[config.mk]
export PLATFORM = sky130hd
export DESIGN_NAME = pc_unit
export DESIGN_NICKNAME = d
export VERILOG_FILES = /design/src/rtl/pc_unit.sv
export SDC_FILE = /design/constraint.sdc
export NUM_CORES = 1
export LEC_CHECK = 0
export ABC_CLOCK_PERIOD_IN_PS = 3300
export CAP_MARGIN = 30
export CORE_MARGIN = 1
export CORE_UTILIZATION = 48
export CTS_BUF_LIST = sky130_fd_sc_hd__clkbuf_8
export DETAILED_ROUTE_END_ITERATION = 16
export GPL_TIMING_DRIVEN = 0
export MAX_ROUTING_LAYER = met4
export PLACE_DENSITY = 0.88
export REMOVE_ABC_BUFFERS = 1
export SYNTH_ARGS = -nofsm -noshare
export SYNTH_HDL_FRONTEND = slang
export SYNTH_SLANG_ARGS = --single-unit
[constraint.sdc]
create_clock -name clk -period 3.3 [get_ports clk]
set_input_delay 0.66 -clock clk [delete_from_list [all_inputs] [get_ports clk]]
set_output_delay 0.66 -clock clk [all_outputs]
set_load 0.01 [all_outputs]
[src/rtl/pc_unit.sv]
// Program-counter unit: holds the architectural PC and selects increment, redirect or trap vector.
// Optional compressed (16-bit) instruction support is enabled by defining PC_COMPRESSED_EN.
module pc_unit #(
  parameter int unsigned     XLEN         = 32,
  parameter logic [XLEN-1:0] RESET_VECTOR = '0,
  parameter logic [XLEN-1:0] TRAP_VECTOR  = XLEN'(32'h0000_0100)
) (
  input  logic            clk,
  input  logic            rst,
  input  logic            stall_i,
  input  logic            redirect_i,
  input  logic [XLEN-1:0] redirect_target_i,
  input  logic            trap_i,
  input  logic            halt_i,
  input  logic            resume_i,
  input  logic            compressed_i,
  output logic [XLEN-1:0] pc_o,
  output logic [XLEN-1:0] next_pc_o,
  output logic            pc_valid_o,
  output logic            misalign_o,
  output logic [1:0]      state_o
);

  typedef enum logic [1:0] {
    StStart   = 2'b00,
    StRun     = 2'b01,
    StHalt    = 2'b10,
    StIllegal = 2'b11
  } state_e;

  state_e          r_state, w_state_d;
  logic [XLEN-1:0] r_pc, w_pc_d;
  logic            r_valid, w_valid_d;
  logic            r_misalign, w_misalign_d;
  logic [XLEN-1:0] w_inc;
  logic            w_aligned;

`ifdef PC_COMPRESSED_EN
  assign w_inc     = compressed_i ? XLEN'(2) : XLEN'(4);
  assign w_aligned = ~redirect_target_i[0];
`else
  logic w_unused_compressed;
  assign w_unused_compressed = compressed_i;
  assign w_inc               = XLEN'(4);
  assign w_aligned           = (redirect_target_i[1:0] == 2'b00);
`endif

  assign next_pc_o = r_pc + w_inc;

  always_comb begin
    w_state_d    = r_state;
    w_pc_d       = r_pc;
    w_valid_d    = r_valid;
    w_misalign_d = 1'b0;
    case (r_state)
      StStart: begin
        w_state_d = StRun;
        w_valid_d = 1'b1;
      end
      StRun: begin
        if (trap_i) begin
          w_pc_d = TRAP_VECTOR;
        end else if (redirect_i) begin
          if (w_aligned) begin
            w_pc_d = redirect_target_i;
          end else begin
            w_pc_d       = TRAP_VECTOR;
            w_misalign_d = 1'b1;
          end
        end else if (halt_i) begin
          w_state_d = StHalt;
          w_valid_d = 1'b0;
        end else if (!stall_i) begin
          w_pc_d = next_pc_o;
        end
      end
      StHalt: begin
        if (trap_i) begin
          w_pc_d    = TRAP_VECTOR;
          w_state_d = StRun;
          w_valid_d = 1'b1;
        end else if (resume_i) begin
          w_state_d = StRun;
          w_valid_d = 1'b1;
        end
      end
      default: begin
        // Unreachable encoding: fall back to the start-up state.
        w_state_d = StStart;
        w_valid_d = 1'b0;
      end
    endcase
  end

  always_ff @(posedge clk) begin
    if (rst) begin
      r_state    <= StStart;
      r_pc       <= RESET_VECTOR;
      r_valid    <= 1'b0;
      r_misalign <= 1'b0;
    end else begin
      r_state    <= w_state_d;
      r_pc       <= w_pc_d;
      r_valid    <= w_valid_d;
      r_misalign <= w_misalign_d;
    end
  end

  assign pc_o       = r_pc;
  assign pc_valid_o = r_valid;
  assign misalign_o = r_misalign;
  assign state_o    = r_state;

endmodule

=== Word level (Yosys, flattened, before mapping) ===
Index checks and enable logic that the tools add are counted.

* Logic and storage cells: 42
* Memories: 0
* Output and inout port bits: 68
* Input port bits: 40
* Latch bits: 0
* Bits in read-only memories: 0
* Bits in writable memories: 0
* Register bits after elaboration: 36

* Bitwise logic cells: 2
* Multiplexer cells: 20
* Magnitude comparators: 0
* Multiply operators: 0
* Reduce and logical (&&, ||, !) cells: 6
* Equal/unequal tests: 9
* Add/subtract/negate cells: 1
* Divide/modulo/power cells: 0
* Shifts and indexed selects: 0

{| class="wikitable"
|+ Operators by type and width
! operator !! number
|-
| $mux 32 || 6
|-
| $pmux 32 s2 || 1
|-
| $add 32x3->32 const B || 1
|-
| $mux 2 || 5
|-
| $ne 2x2->1 const B || 4
|-
| $ne 4x4->1 const B || 2
|-
| $reduce_and 4->1 || 2
|-
| $mux 1 || 6
|-
| $pmux 2 s3 || 1
|-
| $logic_not 2->1 || 2
|-
| $reduce_or 4->1 || 1
|-
| $ne 3x3->1 const B || 1
|-
| $pmux 1 s3 || 1
|-
| $eq 2x1->1 const B || 1
|-
| $eq 2x2->1 const B || 1
|-
| $not 1->1 || 2
|-
| $reduce_bool 2->1 || 1
|}

=== Longest topological paths before layout ===
* Depth after elaboration: 6
* Gate-level depth with buffers: 8
* Gate-level depth less buffers: 7

=== Least setup slack after synthesis ===
No wires, ideal clock.

* Path kind: reg-to-output
* Start point: reg r_pc[4], in the netlist pc_o[4]
* End point: out next_pc_o[21]
* Stages on the path, launching flop included: 5
* Slack: 0.972 ns
* Path buffers: 0
* Data required time: 2.640 ns
* Arrival: 1.668 ns
* Cell sequence: dfxtp_1 -> nand4_1 -> nor4_4 -> a21boi_0 -> or2_2

* Longest elaborated chain between the ends: 1

{| class="wikitable"
|+ RTL lines
! item !! RTL line !! text
|-
| start: declaration || 32 || <nowiki>logic [XLEN-1:0] r_pc, w_pc_d;</nowiki>
|-
| start signal: assignment || 103 || <nowiki>r_pc <= w_pc_d;</nowiki>
|-
| $add 32x3->32 || 48 || <nowiki>assign next_pc_o = r_pc + w_inc;</nowiki>
|-
| end: declaration || 18 || <nowiki>output logic [XLEN-1:0] next_pc_o,</nowiki>
|}

Every way passes these cells.

=== Worst setup path in the final report ===
* Start point: reg r_pc[17], in the netlist pc_o[17]
* End point: out next_pc_o[28]

The elaborated chain is that of the path after synthesis.

==> metrics.csv <==
stage;metric;value;unit
run_status;status;completed;
logic_synthesis;Synth area leaders;dfxtp_1 26%, xnor2_1 6.0%, a21oi_1 4.9%;
routing;DRC;0;
floorplan;Die Wd;76.2;um
worst_setup_path;worst r2r src;state_o[0]$_SDFFE_PP0P_;
timing;actual slew at the worst max-slew pin;1.08;ns
logic_synthesis;Main synth FF type;dfxtp_1;
routing;via count;3244;
global_routing;initial antenna violation count;0;
timing;fin. max-slew vios;0;
worst_setup_path;crit path max fanout;9;
placement;Cells after DPL;495;
clock_tree;worst skew pair latency;0.30;ns
worst_setup_path;CP endpoint kind;primary output;
routing;WL per Instance;18.7;um
min_path;hold path cells;1;
clock_tree;clock slew at reported path FFs;0.08;ns
clock_tree;htree depth;2;
power;power share of the clock group;25.4;%
power;Worst VDD drop;0.551;mV
floorplan;io pins;108;
timing;crit path time final;3.27;ns
power;total power per unit cell area;416;mW/mm^2
worst_setup_path;R2R depth;7;
layout;share of layout cells above drive strength 1;10.3;%
layout;fin util;76.3;%
timing;worst hold slack;0.516;ns
logic_synthesis;Post-synth EDFFs;0;
routing;Vias per Instance;6.39;
logic_synthesis;Mapped Avg Cell Area;7.83;sq um
worst_setup_path;WS Path Type;reg2out;
layout;P&R area growth vs syn;50.1;%
run;maxcap violations;0;
power;switch share;38.8;%
logic_synthesis;Synth area leader;dfxtp_1;
clock_tree;CTS tree;built;
logic_synthesis;FFs w/ async S/R, synth;0;%
floorplan;Initial Utilization;50.8;%
power;Combinational Power Share;42.7;%
min_path;Worst Min Path Start;pc_o[0]$_SDFFE_PP0P_;
routing;DRT Pass-1 Iters;6;
power;Leak;1.52;nW
timing;Max-slew headroom;28.0;%
placement;Placed Area;0.00372;sq mm
power;Internal Power;1.01;mW
global_routing;first-pass GRT wire length;14.9;mm
timing;TNS Setup;0;ns
logic_synthesis;Yosys reg bits;35;
worst_setup_path;CP startpoint;pc_o[17]$_SDFFE_PP0P_;
floorplan;core area;0.00520;sq mm
timing;Final Setup Violations;0;
clock_tree;CTS Buffer Depth;2;
routing;drt total wl;9.49;mm
clock_tree;number of CTS-inserted buffers;5;
timing;period utilisation layout;99.0;%
routing;DRT iter0 DRCs;301;
global_routing;largest net degree at the start of global routing;27;
logic_synthesis;Yosys cell types;56;
min_path;worst hold-check path type;reg2reg;
logic_synthesis;Ys Warns;0;
power;Flop pwr share;31.9;%
floorplan;Die Ht;76.2;um
logic_synthesis;synthesized area;0.00265;sq mm
layout;final cell count without fillers;508;
power;switching pwr;0.641;mW
global_routing;vias in the first global route;3001;
routing;Detail Route Antenna Nets;0;
floorplan;row cnt;26;
logic_synthesis;sequential share of the synthesized area;26.5;%
placement;PortBufs;106;
clock_tree;cts hold-fix bufs;0;
layout;most frequent cells in the layout;105 x clkdlybuf4s50_1, 29 x dfxtp_1, 28 x nand2_1, 26 x nor2_1, 26 x a21oi_1;
logic_synthesis;Synth Instances;338;
timing;Final Hold Fails;0;
layout;commonest non-fill, non-tap cell in the layout;clkdlybuf4s50_1;
floorplan;Die Area;0.00581;sq mm
logic_synthesis;Synth top area share;26.5;%
timing;Worst Skew;0.00349;ns
layout;Post-Layout Inst Area;0.00397;sq mm
worst_setup_path;CP arrival;2.61;ns
layout;Nets;482;
clock_tree;CTS root buf;clkbuf_8;
timing;f_max;306;MHz
global_routing;final global-route overflow total;0;
placement;global placement routability congestion;0.860;
worst_setup_path;crit start category;register;
worst_setup_path;Critical Path RT;2.64;ns
clock_tree;Clock Sinks;35;
placement;post-DP HPWL;6.52;mm
global_routing;Tot GR Track Use;32.6;%
layout;Antenna Cells;0;
cell type report:
| cell class | instances | area, sq um |
|---|---|---|
| clock buffers | 6 | 82.6 |
| well taps | 70 | 87.6 |
| repair buffers | 114 | 1140 |
| inverters | 11 | 41.3 |
| flip-flops and latches | 35 | 708 |
| fillers | 376 | 1230 |
| clock inverters | 2 | 35.0 |
| multi-input cells | 270 | 1880 |
worst paths after layout:
| check | to | slack (ns) |
|---|---|---|
| worst min register to register | pc_o[0]$_SDFFE_PP0P_ | 0.52 |
| worst max-delay path | next_pc_o[28] | 0.03 |
| worst min-delay path | pc_o[0]$_SDFFE_PP0P_ | 0.52 |
| worst max register to register | pc_o[26]$_SDFFE_PP0P_ | 0.60 |
worst max-delay path, stage by stage, from the launching register on:
cell	delay (ns)
dfxtp_1	0.52
and4_1	0.38
nand4_1	0.16
buf_4	0.21
nor4_4	0.28
xor2_1	0.20
clkdlybuf4s50_1	0.56
synth_stat cells (8+ instances only):
library cell   n
nand3_1       13
inv_1         11
nand2_1       28
nor2_1        26
a21oi_1       26
o21ai_0       16
dfxtp_1       35
clkbuf_1      13
nor4_1        11
nor3_1         9
a22oi_1       12
mux2i_1        8
xnor2_1       18
nand4_1       12
xor2_1         8
sequential cells by signal, summed over array words and instances, names as in the netlist:
register / count
pc_o: 32
misalign_o: 1
state_o: 2
cells by family (layout without fill, tap and decap cells):
| logic type | after synthesis | in the layout | share of synthesized area (%) |
|---|---|---|---|
| compound gates | 89 | 89 | 22.2 |
| xor+xnor | 26 | 26 | 8.61 |
| fa+ha+maj | 5 | 5 | 2.37 |
| buf+inv | 33 | 133 | 5.68 |
| flops | 35 | 35 | 26.5 |
| mux | 8 | 8 | 3.03 |
| simple gates | 142 | 142 | 31.6 |
power groups by stage:
stage / clock [mW] / combinational (mW) / sequential [mW]
global route: 0.439 / 0.753 / 0.532
detailed placement: 0 / 0.682 / 0.529
floorplan: 0 / 0.324 / 0.538
finish: 0.419 / 0.705 / 0.527
CTS: 0.415 / 0.689 / 0.520
global placement: 0 / 0.633 / 0.525
routing by layer:
metal | global-route usage, % | up-vias | wire, um
met1 | 38.6 | 1524 | 3750
li1 | - | 1459 | -
met2 | 54.3 | 231 | 4670
met4 | 13.3 | 0 | 202
met5 | - | - | 0
met3 | 5.87 | 30 | 860
through the flow:
stage	setup WS [ns]	power, mW
after CTS	0.00145	1.62
after global placement	-0.574	1.16
after global routing	-0.0763	1.72
after detailed placement	-0.400	1.21
after floorplan	0.930	0.862
final	0.0337	1.65
repair_timing:
item | in CTS | in global routing
gates cloned | 0 | 0
resized for setup | 9 | 11
endpoints found under the setup margin | 20 | 14
pin swaps | 2 | 3
buffers inserted | 2 | 3
(Power assumes the default switching activity.)
